### src/rtl/cim_mem_arbiter_if.sv
// cim_mem_arbiter_if: request/return handshakes and registered memory bundle for one cim_mem arbiter
// Requester side (index 0=BUS_FSM, 1=LOGIC_FSM, 2=MAC):
//   req_valid/req_write/req_addr/req_wdata -> arbiter, req_ready <- arbiter (one-hot or zero)
//   rd_valid (registered source tag) and rd_data (read return) <- arbiter
// Memory side (MemAccessSignals bundle):
//   mem_read_req_src/mem_write_req_src (one-hot source), mem_addr_table, mem_write_data -> cim_mem
//   mem_rd_data <- cim_mem
interface cim_mem_arbiter_if #(
  parameter int ADDR_W    = 16,
  parameter int N_STORAGE = 16
);
  logic [2:0]                 req_valid;
  logic [2:0]                 req_write;
  logic [2:0][ADDR_W-1:0]     req_addr;
  logic [2:0][N_STORAGE-1:0]  req_wdata;
  logic [2:0]                 req_ready;
  logic [2:0]                 rd_valid;
  logic [N_STORAGE-1:0]       rd_data;
  logic [2:0]                 mem_read_req_src;
  logic [2:0]                 mem_write_req_src;
  logic [2:0][ADDR_W-1:0]     mem_addr_table;
  logic [2:0][N_STORAGE-1:0]  mem_write_data;
  logic [N_STORAGE-1:0]       mem_rd_data;
  modport slave (
    input  req_valid, req_write, req_addr, req_wdata, mem_rd_data,
    output req_ready, rd_valid, rd_data,
           mem_read_req_src, mem_write_req_src, mem_addr_table, mem_write_data
  );
  modport master (
    output req_valid, req_write, req_addr, req_wdata, mem_rd_data,
    input  req_ready, rd_valid, rd_data,
           mem_read_req_src, mem_write_req_src, mem_addr_table, mem_write_data
  );
endinterface

### src/rtl/cim_mem_arbiter.sv
// cim_mem_arbiter: grants one of BUS_FSM/LOGIC_FSM/MAC per cycle onto a registered cim_mem access bundle
// Ports: clk, rst (sync, active-high), bus (cim_mem_arbiter_if.slave: requests, read return,
//   memory bundle), err_clr (clears the sticky flag), err_mac_write (sticky: MAC attempted a write)
module cim_mem_arbiter #(
  parameter int ADDR_W    = 16,
  parameter int N_STORAGE = 16,
  parameter int MAX_WAIT  = 8
) (
  input  logic             clk,
  input  logic             rst,
  cim_mem_arbiter_if.slave bus,
  input  logic             err_clr,
  output logic             err_mac_write
);
  localparam int CW = $clog2(MAX_WAIT + 1);
  localparam logic [CW-1:0] SAT = CW'(MAX_WAIT);
  logic [CW-1:0] wait_logic, wait_mac;
  logic          elev_logic, elev_mac, mac_wr;
  logic [2:0]    grant, xfer;
  function automatic logic [CW-1:0] next_wait(logic [CW-1:0] c, logic valid, logic won);
    return (!valid || won) ? '0 : (c == SAT) ? SAT : c + CW'(1);
  endfunction
  // A starved source is elevated above BUS_FSM; LOGIC_FSM beats MAC when both are starved.
  always_comb begin
    elev_logic = bus.req_valid[1] && wait_logic == SAT;
    elev_mac   = bus.req_valid[2] && wait_mac == SAT;
    grant      = elev_logic         ? 3'b010 :
                 elev_mac           ? 3'b100 :
                 bus.req_valid[0]   ? 3'b001 :
                 bus.req_valid[1]   ? 3'b010 :
                 bus.req_valid[2]   ? 3'b100 : 3'b000;
    mac_wr     = grant[2] && bus.req_write[2];
    xfer       = mac_wr ? 3'b000 : grant;
  end
  assign bus.req_ready = grant;
  assign bus.rd_data   = bus.mem_rd_data;
  // MAC writes are accepted on the handshake but never reach the memory.
  always_ff @(posedge clk) begin
    if (rst) begin
      bus.mem_read_req_src  <= '0;
      bus.mem_write_req_src <= '0;
      bus.mem_addr_table    <= '0;
      bus.mem_write_data    <= '0;
      bus.rd_valid          <= '0;
      wait_logic            <= '0;
      wait_mac              <= '0;
      err_mac_write         <= 1'b0;
    end else begin
      bus.mem_read_req_src  <= xfer & ~bus.req_write;
      bus.mem_write_req_src <= xfer & bus.req_write;
      for (int i = 0; i < 3; i++) begin
        if (xfer[i]) begin
          bus.mem_addr_table[i] <= bus.req_addr[i];
          bus.mem_write_data[i] <= bus.req_wdata[i];
        end
      end
      bus.rd_valid          <= bus.mem_read_req_src;
      wait_logic            <= next_wait(wait_logic, bus.req_valid[1], grant[1]);
      wait_mac              <= next_wait(wait_mac, bus.req_valid[2], grant[2]);
      err_mac_write         <= mac_wr || (err_mac_write && !err_clr);
    end
  end
endmodule

### src/flat_wrapper.sv
// flat-port wrapper written by rule: the top's interface ports become plain ports
module cim_mem_arbiter_flat 
#(
  parameter int ADDR_W    = 16,
  parameter int N_STORAGE = 16,
  parameter int MAX_WAIT  = 8
)
  (clk, rst, err_clr, err_mac_write, bus_req_valid, bus_req_write, bus_req_addr, bus_req_wdata, bus_mem_rd_data, bus_req_ready, bus_rd_valid, bus_rd_data, bus_mem_read_req_src, bus_mem_write_req_src, bus_mem_addr_table, bus_mem_write_data);
  cim_mem_arbiter_if #(.ADDR_W(ADDR_W), .N_STORAGE(N_STORAGE)) bus_i ();
  input  logic clk;
  input  logic rst;
  input  logic err_clr;
  output logic err_mac_write;
  input wire logic [$bits(bus_i.req_valid)-1:0] bus_req_valid;
  input wire logic [$bits(bus_i.req_write)-1:0] bus_req_write;
  input wire logic [$bits(bus_i.req_addr)-1:0] bus_req_addr;
  input wire logic [$bits(bus_i.req_wdata)-1:0] bus_req_wdata;
  input wire logic [$bits(bus_i.mem_rd_data)-1:0] bus_mem_rd_data;
  output wire logic [$bits(bus_i.req_ready)-1:0] bus_req_ready;
  output wire logic [$bits(bus_i.rd_valid)-1:0] bus_rd_valid;
  output wire logic [$bits(bus_i.rd_data)-1:0] bus_rd_data;
  output wire logic [$bits(bus_i.mem_read_req_src)-1:0] bus_mem_read_req_src;
  output wire logic [$bits(bus_i.mem_write_req_src)-1:0] bus_mem_write_req_src;
  output wire logic [$bits(bus_i.mem_addr_table)-1:0] bus_mem_addr_table;
  output wire logic [$bits(bus_i.mem_write_data)-1:0] bus_mem_write_data;
  assign bus_i.req_valid = bus_req_valid;
  assign bus_i.req_write = bus_req_write;
  assign bus_i.req_addr = bus_req_addr;
  assign bus_i.req_wdata = bus_req_wdata;
  assign bus_i.mem_rd_data = bus_mem_rd_data;
  assign bus_req_ready = bus_i.req_ready;
  assign bus_rd_valid = bus_i.rd_valid;
  assign bus_rd_data = bus_i.rd_data;
  assign bus_mem_read_req_src = bus_i.mem_read_req_src;
  assign bus_mem_write_req_src = bus_i.mem_write_req_src;
  assign bus_mem_addr_table = bus_i.mem_addr_table;
  assign bus_mem_write_data = bus_i.mem_write_data;
  cim_mem_arbiter #(.ADDR_W(ADDR_W), .N_STORAGE(N_STORAGE), .MAX_WAIT(MAX_WAIT)) u_core (.clk(clk), .rst(rst), .bus(bus_i), .err_clr(err_clr), .err_mac_write(err_mac_write));
endmodule
### config.mk
export PLATFORM = sky130hd
export DESIGN_NAME = cim_mem_arbiter_flat
export DESIGN_NICKNAME = d
export VERILOG_FILES = /design/src/rtl/cim_mem_arbiter_if.sv /design/src/rtl/cim_mem_arbiter.sv /design/src/flat_wrapper.sv
export SDC_FILE = /design/constraint.sdc
export NUM_CORES = 1
export LEC_CHECK = 0
export CORE_MARGIN = 2
export CORE_UTILIZATION = 29
export CTS_CLUSTER_DIAMETER = 150
export DETAILED_ROUTE_END_ITERATION = 12
export HOLD_SLACK_MARGIN = 0.05
export PLACE_DENSITY = 0.68
export SYNTH_ARGS = -nofsm -noshare
export SYNTH_HDL_FRONTEND = slang
export SYNTH_SLANG_ARGS = --single-unit
### constraint.sdc
create_clock -name clk -period 2.74 [get_ports clk]
set_clock_uncertainty 0.2 [all_clocks]
set_input_delay 0.548 -clock clk [delete_from_list [all_inputs] [get_ports clk]]
set_output_delay 0.548 -clock clk [all_outputs]
set_load 0.03 [all_outputs]
* After elaboration in Yosys (flattened, before gate mapping) *
Cells that the tools add are included.

storage, ports and cells
  input bits = 121
  flip-flop bits (word level) = 114
  word-level logic and storage cells = 43

operators by class
  equality and inequality tests = 2
  reductions and logical operators = 14
  bitwise operators = 3
  $add $sub $neg = 2
  mux-type cells = 8

operator list
  kind                                         number
  2-to-1 mux 3 bit                             6
  adder 4 x 1 -> 4 bit, second input constant  2
  equality test 4 bit, second input constant   2
  2-to-1 mux 4 bit                             2
  bitwise AND 3 bit                            2
  OR reduction 3 bit                           2
  logical AND 1 bit                            4
  OR reduction 2 bit                           2
  logical NOT 1 bit                            3
  logical OR 1 bit                             3
  NOT 3 bit                                    1

* Longest topological paths before layout *
Gate-level depths: netlist of the first run.

  depth in word-level cells = 8
  depth in mapped cells = 9

* Worst setup path after synthesis of the first run *
No wires, ideal clock.

  path type = register to output
  from = reg u_core.wait_logic[0]
  to = out bus_req_ready[0]
  arrival time = 1.510 ns
  cell stages (with the launch flop) = 7
  path slack = 0.482 ns
  required time = 1.992 ns
  buffers on the path = 1
  path through = dfxtp_1 inv_1 ha_1 nand4b_2 nand3_1 clkinv_1 clkbuf_1

between the ends
  longest elaborated chain between the ends = 3

ends and longest elaborated chain
  item                    line                   source
  start, declared         cim_mem_arbiter.sv:17  logic [CW-1:0] wait_logic, wait_mac;
  start signal, assigned  cim_mem_arbiter.sv:58  wait_logic <= next_wait(wait_logic, bus.req_valid[1], grant[1]);
  equality test 4 bit     cim_mem_arbiter.sv:25  elev_logic = bus.req_valid[1] && wait_logic == SAT;
  logical AND 1 bit       cim_mem_arbiter.sv:25
  2-to-1 mux 3 bit        cim_mem_arbiter.sv:27  grant = elev_logic ? 3'b010 :
  end, declared           flat_wrapper.sv:19     output wire logic [$bits(bus_i.req_ready)-1:0] bus_req_ready;

Every way passes these cells.

* Worst setup path after layout of the first run *
  from = reg u_core.wait_mac[0]
  to = out bus_req_ready[0]

between the ends
  longest elaborated chain between the ends = 4

ends and longest elaborated chain
  item                    line                   source
  start, declared         cim_mem_arbiter.sv:17
  start signal, assigned  cim_mem_arbiter.sv:59  wait_mac <= next_wait(wait_mac, bus.req_valid[2], grant[2]);
  equality test 4 bit     cim_mem_arbiter.sv:26  elev_mac = bus.req_valid[2] && wait_mac == SAT;
  logical AND 1 bit       cim_mem_arbiter.sv:26
  2-to-1 mux 3 bit        cim_mem_arbiter.sv:28  elev_mac ? 3'b100 :
  2-to-1 mux 3 bit        cim_mem_arbiter.sv:27

Every way passes these cells.

==> results of run 1 <==
-- worst reg2reg max path, cell delays in order, from the launching register on --
cell and delay [ns]:
dfxtp_1 0.37, inv_1 0.06, ha_1 0.25, and4b_1 0.24, o21a_1 0.23, inv_2 0.07, buf_4 0.31, nand2_1 0.10
a21oi_1 0.17
-- final cells by class --
| cell class | instances | share of cell area |
|---|---|---|
| Clock inverter | 14 | 0.0310 |
| Clock buffer | 18 | 0.0647 |
| Inverter | 10 | 0.00553 |
| Timing Repair Buffer | 222 | 0.324 |
| Tap cell | 176 | 0.0325 |
| Sequential cell | 114 | 0.336 |
| Multi-Input combinational cell | 269 | 0.205 |
-- metrics by stage --
stage	cells	TNS [ns]	power (W)
6_report	823	0	0.00474
5_1_grt	823	0	0.00491
4_1_cts	823	0	0.00479
3_5_place_dp	791	-0.0476	0.00236
3_3_place_gp	791	-0.0551	0.00235
2_1_floorplan	437	0	0.00208
-- sequential cells by signal, indices dropped and copies added, names as in the netlist --
name                          flops
u_core.bus.mem_addr_table        48
u_core.bus.mem_write_data        48
u_core.wait_logic                 4
u_core.wait_mac                   4
u_core.bus.mem_read_req_src       3
u_core.bus.mem_write_req_src      3
u_core.bus.rd_valid               3
u_core.err_mac_write              1
-- metal layers --
metal,part of all wire,vias to the layer above
met5,0,-
met4,0.029,0
met3,0.086,33
met2,0.48,144
met1,0.41,1707
li1,-,1824
-- synthesized netlist by cell type, drive strengths merged --
master,count,share of area
nand2,130,0.12
dfxtp,114,0.57
a21oi,66,0.084
a22o,33,0.073
buf,27,0.052
clkbuf,17,0.016
nor2,10,0.0094
inv,9,0.0085
nor2b,5,0.0079
ha,4,0.013
and3,3,0.0060
xnor2,3,0.0066
nand3,2,0.0025
nand4b,2,0.0060
nor3,2,0.0025
a21o,1,0.0019
a22oi,1,0.0019
and4b,1,0.0025
clkinv,1,0.00094
conb,1,0.00094
nand2b,1,0.0016
nand3b,1,0.0019
o2111ai,1,0.0022
o21a,1,0.0019
xor2,1,0.0022
-- power breakdown --
group / leakage (nW) / switching (W) / total [W] / internal [W]
combinational: 1.35 / 0.000284 / 0.000565 / 0.000281
clock: 0.312 / 0.000783 / 0.00241 / 0.00163
sequential: 0.931 / 0.0000319 / 0.00176 / 0.00172
total: 2.60 / 0.00110 / 0.00474 / 0.00364
-- how the worst max path moves through the flow --
stage | cells after the start | slack [ns] | start | end
CTS | 6 | 0.15 | u_core.wait_mac[0]$_SDFF_PP0_ | bus_req_ready[0]
floorplan | 6 | 0.48 | u_core.wait_logic[0]$_SDFF_PP0_ | bus_req_ready[0]
detailed placement | 5 | -0.05 | bus_req_valid[1] | bus_req_ready[0]
global placement | 5 | -0.06 | bus_req_valid[2] | bus_req_ready[0]
finish | 6 | 0.17 | u_core.wait_mac[0]$_SDFF_PP0_ | bus_req_ready[0]
global route | 6 | 0.06 | u_core.wait_mac[0]$_SDFF_PP0_ | bus_req_ready[0]
-- cells by family (layout without fill, tap and decap cells) --
group | after synthesis | after routing | share of synthesized area
flops | 114 | 114 | 0.573
compound gates | 103 | 103 | 0.165
buf+inv | 54 | 264 | 0.0776
fa+ha+maj | 4 | 4 | 0.0126
other cells | 1 | 1 | 0.000941
simple gates | 157 | 157 | 0.163
xor+xnor | 4 | 4 | 0.00880
-- timing repair --
| item | 4_1_cts | 5_1_grt |
|---|---|---|
| gates resized for setup | 1 | 0 |
| endpoints found under the setup margin | 1 | 0 |
| buffers inserted | 0 | 0 |
| hold buffers | 0 | 0 |
==> impl_results.md, run 1 <==
- Outcome: complete, no violations
- Die X: roughly 120 um
- Number of max-cap violations: 0
- Drt pass-1 iters: 4
- Worst r2r src: u_core.wait_mac[0]$_SDFF_PP0_
- FF+latch area: between 2000 and 2500 um2
- Initial DRC Count: 171
- Count of final max-slew check failures: 0
- Slowest stage delay, CP: about 0.4 ns
- Maximum VDD drop: 0.408 mV
- Most frequent cells in the layout: clkdlybuf4s50_1, nand2_1, dfxtp_1
- DPL Wire Length: around 8.4 mm
- Placer Congestion: ~0.74
- Initial antenna violation count: 0
- Hold Crit Depth: 2
- Root Driver: clkbuf_16
- Flop2flop setup slack: between 0.6 and 0.7 ns
- Final net count: around 760
- Hold EP: u_core.bus.mem_addr_table[30]$_SDFFE_PP0P_
- Multi-input logic area: around 1400 um2
- Slowest CP cell: dlygate4sd2_1
- Via/cell ratio: approximately 4.5
- Vias in the first global route: 3671
- Final hold violations: 0
- Number of synthesis warnings: 0
- Gate Count Post-Synth: ~440
- R2R depth: 8
- # IOs: between 200 and 250
- Met3 Use GR: 0.0691
- GR Util met2: 0.259
- #FFs+latches synth: 114
- Worst path cell trace: inv_1 > ha_1 > nand4b_1 > nand3_1 > clkinv_1 > dlygate4sd2_1
- Hold wc startpoint: u_core.bus.mem_addr_table[30]$_SDFFE_PP0P_
- Starting density of the core: 0.298
- CTS tree: yes
- Critical Path Sink Type: primary output
- Critical Path RT: 1.99 ns
- RSZ-0062 raised after global routing: false
- M1 GR Usage: 0.175
- Place WS: -0.0476 ns
- Register area share after synthesis: 0.573
- Hold WC Path Type: reg2reg
- Worst r2r dst: u_core.bus.mem_write_data[26]$_SDFFE_PP0P_
- Average size of a mapped cell: about 9 um2
- Mapped Area: ~4000 um2
- Ant. Diodes: 0
- Final setup vio count: 0
- Synth cell types: 32
- Fin area: 6780 um2
- Input/output buffers: between 200 and 250
- CP arrival: around 1.8 ns
- Worst-Skew Late Latency: ~0.41 ns
- Final core utilization: 0.508
- Commonest non-fill, non-tap cell in the layout: clkdlybuf4s50_1
- Top delay family on crit path: buffers and inverters
- CTS H-Tree Depth: 4
- Die area: around 15000 um2
- Max Freq: roughly 390 MHz
- Leak pwr: around 2.6 nW
- Clock sink total: about 110
- Share of layout cells above drive strength 1: 0.0757
- Final WL: 11.8 mm
- Hold_ws: around 0.25 ns
- Clock buffer depth: 2
- Slew Limit Headroom: 0.634
- Cts bufs inserted: 17
- Largest net degree at the start of global routing: 50
- All-Layer GR Usage: 0.159
- DR vias: roughly 3700
- Remaining DRCs: 0
- Worst-margin pin slew: 0.550 ns
- Gr busiest metal: met2
- Post-placement cell area: ~6000 um2
- Syn Nets: around 560
- Crit share post-route: 0.938
- GRT overflow: 0
- Core area: 13300 um2
- Fin worst setup slack: 0.170 ns
- Area delta synth->final: 70.3%
- Maximum fanout along the worst path: 4
- Detail Route Antenna Nets: 0
- Pwr dens: approximately 700 nW/um2
- First-pass GRT wire length: between 15 and 20 mm
- Average routed wire per standard cell: between 10 and 15 um
- Clock transition at path regs: 0.05 ns
- Worst Setup Path Type: reg2out
- Rows: between 40 and 50
- Die Height: about 120 um
- Final worst path period need: around 2.6 ns
- Fillcell total: approximately 1200
- Kind of start point of the critical path: flop
- CP Buf/Inv Count: 3
No activity file was read; power rests on OpenSTA's default activity.
==> run 2: changes to the inputs <==
--- a/config.mk
+++ b/config.mk
@@ -5,12 +5,12 @@
 export SDC_FILE = /design/constraint.sdc
 export NUM_CORES = 1
 export LEC_CHECK = 0
-export CORE_MARGIN = 2
 export CORE_UTILIZATION = 29
 export CTS_CLUSTER_DIAMETER = 150
 export DETAILED_ROUTE_END_ITERATION = 12
 export HOLD_SLACK_MARGIN = 0.05
 export PLACE_DENSITY = 0.68
+export RECOVER_POWER = 25
 export SYNTH_ARGS = -nofsm -noshare
 export SYNTH_HDL_FRONTEND = slang
 export SYNTH_SLANG_ARGS = --single-unit
==> run 2 against run 1 <==
Compared with the run above: hold slack better by 0.0013 ns; via count is 0.19% lower; clock power is 3% lower; critical path depth is 1 lower; critical path type is now in2out; largest cell class unchanged; highest routed layer unchanged.
==> impl_results.md, run 2 (synthesized netlist as in run 1, its figures left out) <==
- Critical Path Sink Type: primary output (unchanged)
- Slew Limit Headroom: 0.337 (was 0.634)
- Tot Pwr: 0.00465 W (was 0.00474 W)
- CTS H-Tree Depth: 4 (unchanged)
- Final setup vio count: 0 (unchanged)
- Worst Setup Path Type: in2out (was reg2out)
- Vias in the first global route: 3692 (was 3671)
- RSZ-0062 raised after global routing: false (unchanged)
- GRT overflow: 0 (unchanged)
- Worst path cell trace: dlygate4sd3_1 > nand4b_2 > clkbuf_1 > a22o_2 > buf_4 (was inv_1 > ha_1 > nand4b_1 > nand3_1 > clkinv_1 > dlygate4sd2_1)
- Kind of start point of the critical path: input pin (was flop)
- Initial antenna violation count: 0 (unchanged)
- Hold WC Path Type: reg2reg (unchanged)
- Final WL: 11.4 mm (was 11.8 mm)
- Root Driver: clkbuf_16 (unchanged)
- Initial DRC Count: 170 (was 171)
- Leak pwr: 2.57 nW (was 2.60 nW)
- FF+latch area: 2280 um2 (unchanged)
- Critical Path RT: 1.99 ns (about the same)
- Fillcell total: 1231 (was 1229)
- Clock buffer depth: 2 (unchanged)
- Area delta synth->final: 69.5% (was 70.3%)
- Ant. Diodes: 0 (unchanged)
- Cts bufs inserted: 17 (unchanged)
- Die X: 119 um (was 121 um)
- DR vias: 3701 (was 3708)
- Count of final max-slew check failures: 0 (unchanged)
- # IOs: 246 (unchanged)
- DPL Wire Length: 8.22 mm (was 8.37 mm)
- Slowest stage delay, CP: 0.57 ns (was 0.40 ns)
- Average routed wire per standard cell: 13.9 um (was 14.4 um)
- Clock transition at path regs: 0.05 ns (about the same)
- Maximum fanout along the worst path: 4 (unchanged)
- Crit share post-route: 0.957 (was 0.938)
- Placed cell count: 792 (was 791)
- CP arrival: 1.87 ns (was 1.82 ns)
- CTS tree: yes (unchanged)
- Share of layout cells above drive strength 1: 0.0725 (was 0.0757)
- Placer Congestion: 0.781 (was 0.740)
- Max Freq: 381 MHz (was 389 MHz)
- All-Layer GR Usage: 0.160 (was 0.159)
- Remaining DRCs: 0 (unchanged)
- R2R depth: 8 (unchanged)
- Final net count: 760 (was 759)
- Finished Layout Cells: 824 (was 823)
- Starting density of the core: 0.300 (was 0.298)
- Worst-margin pin slew: 0.995 ns (was 0.550 ns)
- Multi-input logic area: 1390 um2 (about the same)
- Final worst path period need: 2.62 ns (was 2.57 ns)
- Slowest CP cell: dlygate4sd3_1 (was dlygate4sd2_1)
- Hold Crit Depth: 2 (unchanged)
- Detail Route Antenna Nets: 0 (unchanged)
- Commonest non-fill, non-tap cell in the layout: clkdlybuf4s50_1 (unchanged)
- Most frequent cells in the layout: clkdlybuf4s50_1, nand2_1, dfxtp_1 (unchanged)
- Setup tns final: 0 ns (unchanged)
- Rows: 42 (unchanged)
- Outcome: complete, no violations (unchanged)
- Pwr dens: 688 nW/um2 (was 698 nW/um2)
- Final hold violations: 0 (unchanged)
- Maximum VDD drop: 0.504 mV (was 0.408 mV)
- Final core utilization: 0.508 (about the same)
- Core area: 13300 um2 (about the same)
- Top flop regs: u_core.bus.mem_addr_table: 48 flops, u_core.bus.mem_write_data: 48 flops (unchanged)
- Die Height: 119 um (was 121 um)
- Worst-Skew Late Latency: 0.40 ns (was 0.41 ns)
- Die area: 14200 um2 (was 14700 um2)
- Via/cell ratio: 4.49 (was 4.51)
- Largest net degree at the start of global routing: 48 (was 50)
- Input/output buffers: 213 (unchanged)
- Drt pass-1 iters: 4 (unchanged)
- Clock sink total: 114 (unchanged)
- First-pass GRT wire length: 17.6 mm (was 18.1 mm)
- Number of max-cap violations: 0 (unchanged)
==> run 2: final cells by class <==
class,instances,area share
sequential,114,0.338
timing repair buffer,223,0.325
multi-input combinational,269,0.206
clock buffer,17,0.0630
tap,176,0.0326
clock inverter,15,0.0308
inverter,10,0.00556
==> run 2: worst max-delay path, delay by kind of cell <==
kind / cells / cell delay (ns)
and+or+nand+nor: 1 / 0.12
buffers and inverters: 3 / 0.90
AOI/OAI and AO/OA: 1 / 0.31
==> run 2: final timing paths <==
kind	from	to	slack, ns
setup / recovery	bus_req_valid[1]	bus_req_ready[2]	0.12
hold / removal	u_core.bus.mem_write_data[19]$_SDFFE_PP0P_	u_core.bus.mem_write_data[19]$_SDFFE_PP0P_	0.25
hold reg to reg	u_core.bus.mem_write_data[19]$_SDFFE_PP0P_	u_core.bus.mem_write_data[19]$_SDFFE_PP0P_	0.25
setup reg to reg	u_core.wait_logic[0]$_SDFF_PP0_	u_core.bus.mem_addr_table[21]$_SDFFE_PP0P_	0.42
==> run 2: metal layers <==
layer,vias up,GRT usage,part of all wire
li1,1823,-,-
met1,1725,0.172,0.41
met2,135,0.277,0.50
met3,18,0.0618,0.068
met4,0,0.0688,0.019
met5,-,0,0
==> run 2: stage by stage <==
stage	hold WS, ns	instance area, um2	worst slack, ns
global placement	0.238	6140	-0.0408
CTS	0.248	6770	0.190
detailed placement	0.246	6140	-0.0298
global route	0.270	6750	0.0795
finish	0.250	6750	0.118
floorplan	0.229	3980	0.482
==> run 2: power by group <==
group	internal [W]	leakage, nW	switching (W)	total, W
registers	0.00172	0.931	0.0000320	0.00176
logic	0.000280	1.35	0.000282	0.000562
clock network	0.00153	0.296	0.000803	0.00233
==> run 2: what timing repair did <==
item	in CTS	in global routing
resized for setup	1	0
setup endpoints to repair	1	0
hold buffers	0	0
setup buffers	0	0
==> run 3: changes to the inputs <==
--- a/config.mk
+++ b/config.mk
@@ -10,7 +10,6 @@
 export DETAILED_ROUTE_END_ITERATION = 12
 export HOLD_SLACK_MARGIN = 0.05
 export PLACE_DENSITY = 0.68
-export RECOVER_POWER = 25
 export SYNTH_ARGS = -nofsm -noshare
 export SYNTH_HDL_FRONTEND = slang
 export SYNTH_SLANG_ARGS = --single-unit
==> run 3 against run 2 <==
Compared with the run above: critical path type unchanged; final cell count is the same; first-iteration DRC count grew 9.4%; routed wire length grew 0.15%.
==> impl_results.md, run 3 (synthesized netlist as in run 1, its figures left out) <==
- Outcome: complete, no violations (unchanged)
- Hold EP: u_core.bus.mem_write_data[19]$_SDFFE_PP0P_ (unchanged)
- Initial antenna violation count: 0 (unchanged)
- Slowest CP cell: clkdlybuf4s50_1 (was dlygate4sd3_1)
- Top flop regs: u_core.bus.mem_addr_table: 48 flops, u_core.bus.mem_write_data: 48 flops (unchanged)
- Via/cell ratio: 4.50 (was 4.49)
- Worst r2r src: u_core.wait_mac[0]$_SDFF_PP0_ (was u_core.wait_logic[0]$_SDFF_PP0_)
- Die Height: 119 um (unchanged)
- Final net count: 760 (unchanged)
- Final hold violations: 0 (unchanged)
- Worst-Skew Late Latency: 0.40 ns (about the same)
- Critical Path RT: 1.99 ns (about the same)
- Detail Route Antenna Nets: 0 (unchanged)
- Core area: 13300 um2 (unchanged)
- Remaining DRCs: 0 (unchanged)
- Die X: 119 um (unchanged)
- Flop2flop setup slack: 0.69 ns (was 0.42 ns)
- Hold wc startpoint: u_core.bus.mem_write_data[19]$_SDFFE_PP0P_ (unchanged)
- Final WL: 11.5 mm (was 11.4 mm)
- All-Layer GR Usage: 0.160 (unchanged)
- M1 GR Usage: 0.172 (unchanged)
- Tot Pwr: 0.00466 W (was 0.00465 W)
- Largest net degree at the start of global routing: 48 (unchanged)
- Rows: 42 (unchanged)
- Crit share post-route: 0.932 (was 0.957)
- Hold WC Path Type: reg2reg (unchanged)
- Final worst path period need: 2.55 ns (was 2.62 ns)
- Hold Crit Depth: 2 (unchanged)
- Worst path cell trace: clkdlybuf4s50_1 > nand4b_1 > nand3_1 > clkinv_1 > dlygate4sd2_1 (was dlygate4sd3_1 > nand4b_2 > clkbuf_1 > a22o_2 > buf_4)
- Ant. Diodes: 0 (unchanged)
- CTS tree: yes (unchanged)
- Die area: 14200 um2 (unchanged)
- CP arrival: 1.80 ns (was 1.87 ns)
- Starting density of the core: 0.300 (unchanged)
- Vias in the first global route: 3692 (unchanged)
- Maximum VDD drop: 0.505 mV (was 0.504 mV)
- DR vias: 3708 (was 3701)
- CTS H-Tree Depth: 4 (unchanged)
- Number of max-cap violations: 0 (unchanged)
- Top delay family on crit path: buffers and inverters (unchanged)
- # IOs: 246 (unchanged)
- Commonest non-fill, non-tap cell in the layout: clkdlybuf4s50_1 (unchanged)
- Met3 Use GR: 0.0618 (unchanged)
- Initial DRC Count: 186 (was 170)
- Average routed wire per standard cell: 13.9 um (about the same)
- Slew Limit Headroom: 0.657 (was 0.337)
- Cts bufs inserted: 17 (unchanged)
- Placer Congestion: 0.781 (unchanged)
- Gr busiest metal: met2 (unchanged)
- CP Buf/Inv Count: 3 (unchanged)
- Hold buffer count at CTS: 0 (unchanged)
- Root Driver: clkbuf_16 (unchanged)
- First-pass GRT wire length: 17.6 mm (unchanged)
- Fin worst setup slack: 0.188 ns (was 0.118 ns)
- RSZ-0062 raised after global routing: false (unchanged)
- Input/output buffers: 213 (unchanged)
- Setup tns final: 0 ns (unchanged)
- Clock sink total: 114 (unchanged)
- Clock transition at path regs: 0.05 ns (about the same)
- Pwr dens: 687 nW/um2 (was 688 nW/um2)
- Clock buffer depth: 2 (unchanged)
- Worst Setup Path Type: in2out (unchanged)
- Area delta synth->final: 70.0% (was 69.5%)
- Kind of start point of the critical path: input pin (unchanged)
- Critical Path Sink Type: primary output (unchanged)
- Final setup vio count: 0 (unchanged)
- Share of layout cells above drive strength 1: 0.0772 (was 0.0725)
- Worst-margin pin slew: 0.515 ns (was 0.995 ns)
- Most frequent cells in the layout: clkdlybuf4s50_1, nand2_1, dfxtp_1 (unchanged)
- DPL Wire Length: 8.22 mm (unchanged)
- Worst r2r dst: u_core.bus.mem_write_data[23]$_SDFFE_PP0P_ (was u_core.bus.mem_addr_table[21]$_SDFFE_PP0P_)
- GR Util met2: 0.277 (unchanged)
- Fin area: 6770 um2 (was 6750 um2)
- Drt pass-1 iters: 4 (unchanged)
- Post-placement cell area: 6140 um2 (unchanged)
- Maximum fanout along the worst path: 4 (unchanged)
- Place WS: -0.0298 ns (unchanged)
- Max Freq: 392 MHz (was 381 MHz)
- GRT overflow: 0 (unchanged)
- Leak pwr: 2.58 nW (was 2.57 nW)
- Slowest stage delay, CP: 0.52 ns (was 0.57 ns)
- Count of final max-slew check failures: 0 (unchanged)
- R2R depth: 8 (unchanged)
[run 3: routing by layer]
metal	up-vias	routed length (um)
met5	-	0
met4	0	218
met3	18	796
met2	136	5770
met1	1731	4670
li1	1823	-
[run 3: worst min-delay path, delay by kind of cell (launching register included)]
family,cells,cell delay [ns]
simple gates,1,0.05
compound gates,1,0.05
flops,1,0.30
[run 3: through the flow]
stage	util	cells	hold WS [ns]
after detailed placement	0.462	792	0.246
after global routing	0.510	824	0.249
after CTS	0.510	824	0.248
after global placement	0.462	792	0.238
final	0.510	824	0.250
after floorplan	-	437	0.229
[run 3: worst max-delay path by stage]
stage                     cells after the start               end  slack (ns)                             from
after detailed placement                      5  bus_req_ready[0]       -0.03                 bus_req_valid[2]
final                                         5  bus_req_ready[0]        0.19                 bus_req_valid[2]
after CTS                                     5  bus_req_ready[2]        0.19                 bus_req_valid[1]
after global routing                          6  bus_req_ready[0]        0.09    u_core.wait_mac[0]$_SDFF_PP0_
after floorplan                               6  bus_req_ready[0]        0.48  u_core.wait_logic[0]$_SDFF_PP0_
after global placement                        5  bus_req_ready[0]       -0.04                 bus_req_valid[2]
[run 3: timing repair]
item | 4_1_cts | 5_1_grt
resized for setup | 1 | 0
setup buffers | 0 | 0
setup endpoints to repair | 1 | 0
[run 3: power by group]
part	total [W]	switching (W)	leakage, nW	internal, W
combinational	0.000565	0.000282	1.36	0.000282
clock	0.00234	0.000806	0.296	0.00153
sequential	0.00176	0.0000321	0.931	0.00172
total	0.00466	0.00112	2.58	0.00354
[run 3: area by class of cell]
class	count	area [um2]
Clock buffer	17	425
Multi-Input combinational cell	269	1390
Clock inverter	15	208
Tap cell	176	220
Inverter	10	37.5
Sequential cell	114	2280
Timing Repair Buffer	223	2210
Fill cell	1227	6520
